**src/rtl/mips_pkg.sv**
```systemverilog
// Shared definitions for the MIPS fetch/decode boundary: fetch FSM encoding
// and instruction field positions.
package mips_pkg;

  typedef enum logic [1:0] {
    START = 2'd0,
    REQ   = 2'd1,
    HOLD  = 2'd2,
    DRAIN = 2'd3
  } fetchState_e;

  localparam int INSTR_WIDTH = 32;
  localparam int OPCODE_MSB  = 31;
  localparam int OPCODE_LSB  = 26;
  localparam logic [INSTR_WIDTH-1:0] NOP_INSTR = 32'h0000_0000;

endpackage

```
**src/rtl/if_id_register.sv**
```systemverilog
// IF/ID pipeline register plus a one-entry skid buffer that catches an
// instruction returned while decode is stalled.
module if_id_register
  import mips_pkg::*;
#(
  parameter int ADDR_WIDTH = 32
) (
  input  logic                   clk,
  input  logic                   rst_n,
  input  logic                   load,
  input  logic                   capture,
  input  logic                   promote,
  input  logic                   bubble,
  input  logic                   flush,
  input  logic [INSTR_WIDTH-1:0] instrIn,
  input  logic [ADDR_WIDTH-1:0]  pc4In,
  output logic                   valid,
  output logic [INSTR_WIDTH-1:0] instr,
  output logic [ADDR_WIDTH-1:0]  pc4,
  output logic                   skidFull
);

  logic [INSTR_WIDTH-1:0] skidInstr;
  logic [ADDR_WIDTH-1:0]  skidPc4;

  // Flush wins over everything; promote drains the skid into IF/ID.
  always_ff @(posedge clk or negedge rst_n) begin
    if (!rst_n) begin
      valid <= 1'b0;
      instr <= NOP_INSTR;
      pc4   <= '0;
    end else if (flush) begin
      valid <= 1'b0;
      instr <= NOP_INSTR;
      pc4   <= '0;
    end else if (promote) begin
      valid <= 1'b1;
      instr <= skidInstr;
      pc4   <= skidPc4;
    end else if (load) begin
      valid <= 1'b1;
      instr <= instrIn;
      pc4   <= pc4In;
    end else if (bubble) begin
      valid <= 1'b0;
      instr <= NOP_INSTR;
    end
  end

  always_ff @(posedge clk or negedge rst_n) begin
    if (!rst_n) begin
      skidFull  <= 1'b0;
      skidInstr <= NOP_INSTR;
      skidPc4   <= '0;
    end else if (flush || promote) begin
      skidFull <= 1'b0;
    end else if (capture) begin
      skidFull  <= 1'b1;
      skidInstr <= instrIn;
      skidPc4   <= pc4In;
    end
  end

endmodule

```
**src/rtl/instruction_fetch_stage.sv**
```systemverilog
// MIPS fetch stage: owns the PC, issues one outstanding imem read at a time,
// and handles decode stalls and branch/jump redirects.
module instruction_fetch_stage
  import mips_pkg::*;
#(
  parameter int                    ADDR_WIDTH = 32,
  parameter logic [ADDR_WIDTH-1:0] RESET_PC   = 32'h0000_0000
) (
  input  logic                   clk,
  input  logic                   rst_n,
  output logic                   imem_req,
  output logic [ADDR_WIDTH-1:0]  imem_addr,
  input  logic                   imem_ack,
  input  logic [INSTR_WIDTH-1:0] imem_rdata,
  input  logic                   stall,
  input  logic                   redirect,
  input  logic [ADDR_WIDTH-1:0]  redirect_pc,
  output logic                   if_id_valid,
  output logic [INSTR_WIDTH-1:0] if_id_instr,
  output logic [ADDR_WIDTH-1:0]  if_id_pc4,
  output logic [5:0]             op
);

  fetchState_e state, nextState;
  logic [ADDR_WIDTH-1:0] pc, pcD, pcNext, pcNextD;
  logic [ADDR_WIDTH-1:0] pcPlus4, target;
  logic load, capture, promote, bubble, flush;
  logic skidFull;

  assign pcPlus4 = pc + ADDR_WIDTH'(4);
  assign target  = redirect_pc & ~ADDR_WIDTH'(3);

  assign imem_req  = (state == REQ) || (state == DRAIN);
  assign imem_addr = pc;
  assign op        = if_id_instr[OPCODE_MSB:OPCODE_LSB];

  always_ff @(posedge clk or negedge rst_n) begin
    if (!rst_n) begin
      state  <= START;
      pc     <= RESET_PC;
      pcNext <= RESET_PC;
    end else begin
      state  <= nextState;
      pc     <= pcD;
      pcNext <= pcNextD;
    end
  end

  // In DRAIN the old address stays on the bus until the wrong-path ack;
  // the redirect target waits in pcNext.
  always_comb begin
    nextState = state;
    pcD       = pc;
    pcNextD   = pcNext;
    load      = 1'b0;
    capture   = 1'b0;
    promote   = 1'b0;
    bubble    = 1'b0;
    flush     = 1'b0;
    case (state)
      START: begin
        nextState = REQ;
        if (redirect) begin
          flush = 1'b1;
          pcD   = target;
        end
      end
      REQ: begin
        if (redirect) begin
          flush = 1'b1;
          if (imem_ack) begin
            pcD = target;
          end else begin
            pcNextD   = target;
            nextState = DRAIN;
          end
        end else if (imem_ack) begin
          pcD = pcPlus4;
          if (stall) begin
            capture   = 1'b1;
            nextState = HOLD;
          end else begin
            load = 1'b1;
          end
        end else if (!stall) begin
          bubble = 1'b1;
        end
      end
      HOLD: begin
        if (redirect) begin
          flush     = 1'b1;
          pcD       = target;
          nextState = REQ;
        end else if (!stall) begin
          promote   = 1'b1;
          nextState = REQ;
        end
      end
      DRAIN: begin
        if (redirect) begin
          flush = 1'b1;
          if (imem_ack) begin
            pcD       = target;
            nextState = REQ;
          end else begin
            pcNextD = target;
          end
        end else if (imem_ack) begin
          pcD       = pcNext;
          nextState = REQ;
        end
      end
      default: nextState = START;
    endcase
  end

  if_id_register #(
    .ADDR_WIDTH(ADDR_WIDTH)
  ) ifIdReg (
    .clk     (clk),
    .rst_n   (rst_n),
    .load    (load),
    .capture (capture),
    .promote (promote),
    .bubble  (bubble),
    .flush   (flush),
    .instrIn (imem_rdata),
    .pc4In   (pcPlus4),
    .valid   (if_id_valid),
    .instr   (if_id_instr),
    .pc4     (if_id_pc4),
    .skidFull(skidFull)
  );

  logic unusedSkid;
  assign unusedSkid = skidFull;

endmodule
```
**config.mk**
```make
export PLATFORM = sky130hd
export DESIGN_NAME = instruction_fetch_stage
export DESIGN_NICKNAME = d
export VERILOG_FILES = /design/src/rtl/mips_pkg.sv /design/src/rtl/if_id_register.sv /design/src/rtl/instruction_fetch_stage.sv
export SDC_FILE = /design/constraint.sdc
export NUM_CORES = 1
export LEC_CHECK = 0
export CELL_PAD_IN_SITES_DETAIL_PLACEMENT = 0
export CELL_PAD_IN_SITES_GLOBAL_PLACEMENT = 1
export CORE_MARGIN = 2
export CORE_UTILIZATION = 40
export CTS_CLUSTER_SIZE = 40
export DETAILED_ROUTE_END_ITERATION = 10
export PLACE_DENSITY = 0.86
export SYNTH_ARGS = -nofsm -noshare
export SYNTH_HDL_FRONTEND = slang
export SYNTH_SLANG_ARGS = --single-unit
export TNS_END_PERCENT = 100
```
**constraint.sdc**
```tcl
create_clock -name clk -period 2.2 [get_ports clk]
set_input_delay 0.22 -clock clk [delete_from_list [all_inputs] [get_ports clk]]
set_output_delay 0.22 -clock clk [all_outputs]
set_load 0.01 [all_outputs]
```
==> results.sh <==
export IMPL_cp_slowest_stage_delay_ps=490
export IMPL_grt_pass1_wl_um=41900
export IMPL_syn_num_nets=1000
export IMPL_crit_path_top_delay_cell="dfrtp_1"
export IMPL_postCtsResizedCells=0
export IMPL_routedWlPerCell_um=18.7
export IMPL_clock_path_buffers=2
export IMPL_viasPerCell=5.61
export IMPL_place_area_um2=11700
export IMPL_gp_congestion=0.876
export IMPL_ant_nets=0
export IMPL_synth_top_family_by_area="compound AO/OA/AOI/OAI gates"
export IMPL_async_flop_share_pct=100
export IMPL_initial_utilization_pct=40.8
export IMPL_area_growth_pct=33.6
export IMPL_rrSetupSlack_ps=260
export IMPL_numCtsBuffers=17
export IMPL_ys_warn_count=0
export IMPL_antenna_found_initial=0
export IMPL_crit_chain="and4_1, nor3b_2, nand4b_1, xnor2_1, o21ai_0"
export IMPL_drt_iter0_markers=920
export IMPL_cts_tree="yes"
export IMPL_portBuffers=170
export IMPL_fmaxAchievable_mhz=516
export IMPL_syn_inst=930
export IMPL_startpoint_type="flip-flop"
export IMPL_dr_pass1_iters=6
export IMPL_die_w_um=156
export IMPL_dp_slack_ps=85.4
export IMPL_drv_cap=0
export IMPL_num_antenna_cells=0
export IMPL_synth_top_cell_by_area="dfrtp_1"
export IMPL_grt_use_total_pct=21.9
export IMPL_max_slew_margin_rel_pct=63.7
export IMPL_fin_ws_ps=262
export IMPL_p_per_area_nw_per_um2=836
export IMPL_synth_area_mux_share_pct=5.39
export IMPL_synthAdderAreaFrac_pct=0.135
export IMPL_die_y_um=156
export IMPL_ys_seq_area_share_pct=52.1
export IMPL_rr_startpoint="imem_addr[22]"
export IMPL_ios=173
export IMPL_synth_compound_area_share_pct=19.8
export IMPL_htreeDepth=4
export IMPL_ys_ff_latch=193
export IMPL_cp_data_arrival_time_ps=2240
export IMPL_setup_tns_ps=0
export IMPL_setup_violations=0
export IMPL_rows=55
export IMPL_synth_distinct_cells=60
export IMPL_ys_flop_type="dfrtp_1"
export IMPL_fin_crit_ps=1940
export IMPL_core_area_um2=22700
export IMPL_clk_pin_slew_worst_paths_ps=80
export IMPL_clock_sinks=193
export IMPL_dpl_hpwl_um=19000
export IMPL_drc=0
export IMPL_criticalPathCategory="reg -> reg"
export IMPL_synth_edf_count=0
export IMPL_fin_area_um2=12400
export IMPL_postSynthAreaPerCell_um2=9.96
export IMPL_critPathLaunch="imem_addr[22]"
export IMPL_hold_class="in -> async"
export IMPL_p_total_mw=10.4
export IMPL_grt_max_degree=81
export IMPL_ir_drop_mv=0.537
export IMPL_gr_total_overflow=0
export IMPL_cp_required_ps=2500
export IMPL_placed_cells=1385
export IMPL_grt_pass1_vias=7594
export IMPL_status="finished, final reports clean"
export IMPL_die_area_um2=24400
export IMPL_synth_area_top_cells="dfrtp_1, nand2_1, mux2_2"
export IMPL_yosys_area_share_simple_pct=13.5
export IMPL_fin_crit_sh_pct=88.1
export IMPL_end_kind="flip-flop"
export IMPL_worst_slew_pin_slew_ps=540
export IMPL_worstPathMaxFanout=7
export IMPL_num_vias=7956
export IMPL_final_max_slew_viol_count=0
export IMPL_fin_worst_skew_ps=20.7
export IMPL_synth_most_common_cell="dfrtp_1"
export IMPL_insertion_delay_ps=450
export IMPL_drive_above_1_share_pct=15.4
export IMPL_netlist_area_um2=9260
export IMPL_hold_viol=0
export IMPL_nets=1191
export IMPL_root_buffer="clkbuf_16"
export IMPL_leakage_nw=5.65
export IMPL_layoutNonFillerInstCount=1419
export IMPL_synth_top_area_share_pct=52.1
export IMPL_synthXorXnorAreaFrac_pct=2.74
export IMPL_wl_um=26500
export IMPL_rsz0062_at_grt="no"
export IMPL_synth_common_cells="dfrtp_1, nand2_1, o21ai_0, inv_1, clkbuf_1"
## worst paths after layout
check,to,depth (start not counted)
worst max register to register,ifIdReg.skidPc4[29],5
worst min-delay path,pcNext[28],2
min in group clk,pcNext[9],3
worst min register to register,pcNext[6],2
worst max-delay path,ifIdReg.skidPc4[29],5
max in group asynchronous,ifIdReg.instr[7],3
## final cells by class
cell class / count / area [um2]
inverters: 51 / 191
fillers: 1966 / 10300
flip-flops and latches: 193 / 4830
clock inverters: 15 / 216
repair buffers: 256 / 2480
multi-input cells: 602 / 3880
well taps: 285 / 357
clock buffers: 17 / 425
## cell families (layout without fill, tap and decap cells)
| logic type | Yosys count | count (layout) |
|---|---|---|
| XOR/XNOR | 29 | 29 |
| flip-flops | 193 | 193 |
| AO/OA/AOI/OAI | 265 | 265 |
| buffers and inverters | 135 | 339 |
| adder cells (fa/ha/maj) | 1 | 1 |
| multiplexers | 45 | 45 |
| AND/OR/NAND/NOR | 262 | 262 |
## cell usage in the layout, fill, tap and decap left out, drive strengths merged, types with 8 or more instances in the layout
cell,instances
a21oi,37
o22ai,9
nor4,10
clkbuf,18
o21ai,87
inv,58
nand2,149
clkinv,8
a22oi,32
nor2,32
dfrtp,193
nor3,8
a22o,8
a222oi,41
xnor2,16
xor2,13
mux2,39
and3,8
nand3,19
clkdlybuf4s50,169
nand4,11
nor2b,8
buf,85
## report_power, final
| group | leakage (nW) | switching (mW) | total (mW) | internal (mW) |
|---|---|---|---|---|
| Clock | 0.306 | 1.63 | 3.22 | 1.59 |
| Combinational | 2.90 | 1.31 | 2.56 | 1.25 |
| Sequential | 2.44 | 0.410 | 4.57 | 4.16 |
## sequential cells by signal, summed over array words and instances, names as in the netlist
register	cells
ifIdReg.skidInstr	32
state	2
pcNext	30
ifIdReg.valid	1
ifIdReg.pc4	32
ifIdReg.skidPc4	32
ifIdReg.instr	32
imem_addr	32
## critical path: cells and delay by family, from the launching register on
family	cells	cell delay, ps
simple gates	3	950
compound gates	1	100
flops	1	490
xor+xnor	1	270
## timing repair
item	CTS	global route
endpoints found under the setup margin	0	3
hold endpoints to repair	45	0
hold buffers	1	0
buffers inserted	0	1
## per-layer routing
metal / vias to the layer above / GRT usage [%] / wire (um)
li1: 3738 / - / -
met1: 3846 / 33.0 / 12300
met2: 332 / 32.4 / 11900
met3: 40 / 3.50 / 1730
met4: 0 / 6.86 / 509
met5: - / 0 / 0
## metrics by stage
stage | util, % | hold slack, ps
2_1_floorplan | - | -75.6
3_3_place_gp | 51.6 | 191
3_5_place_dp | 51.6 | 188
4_1_cts | 54.5 | 276
5_1_grt | 54.5 | 322
6_report | 54.5 | 269
No activity file was read; power rests on OpenSTA's default activity.
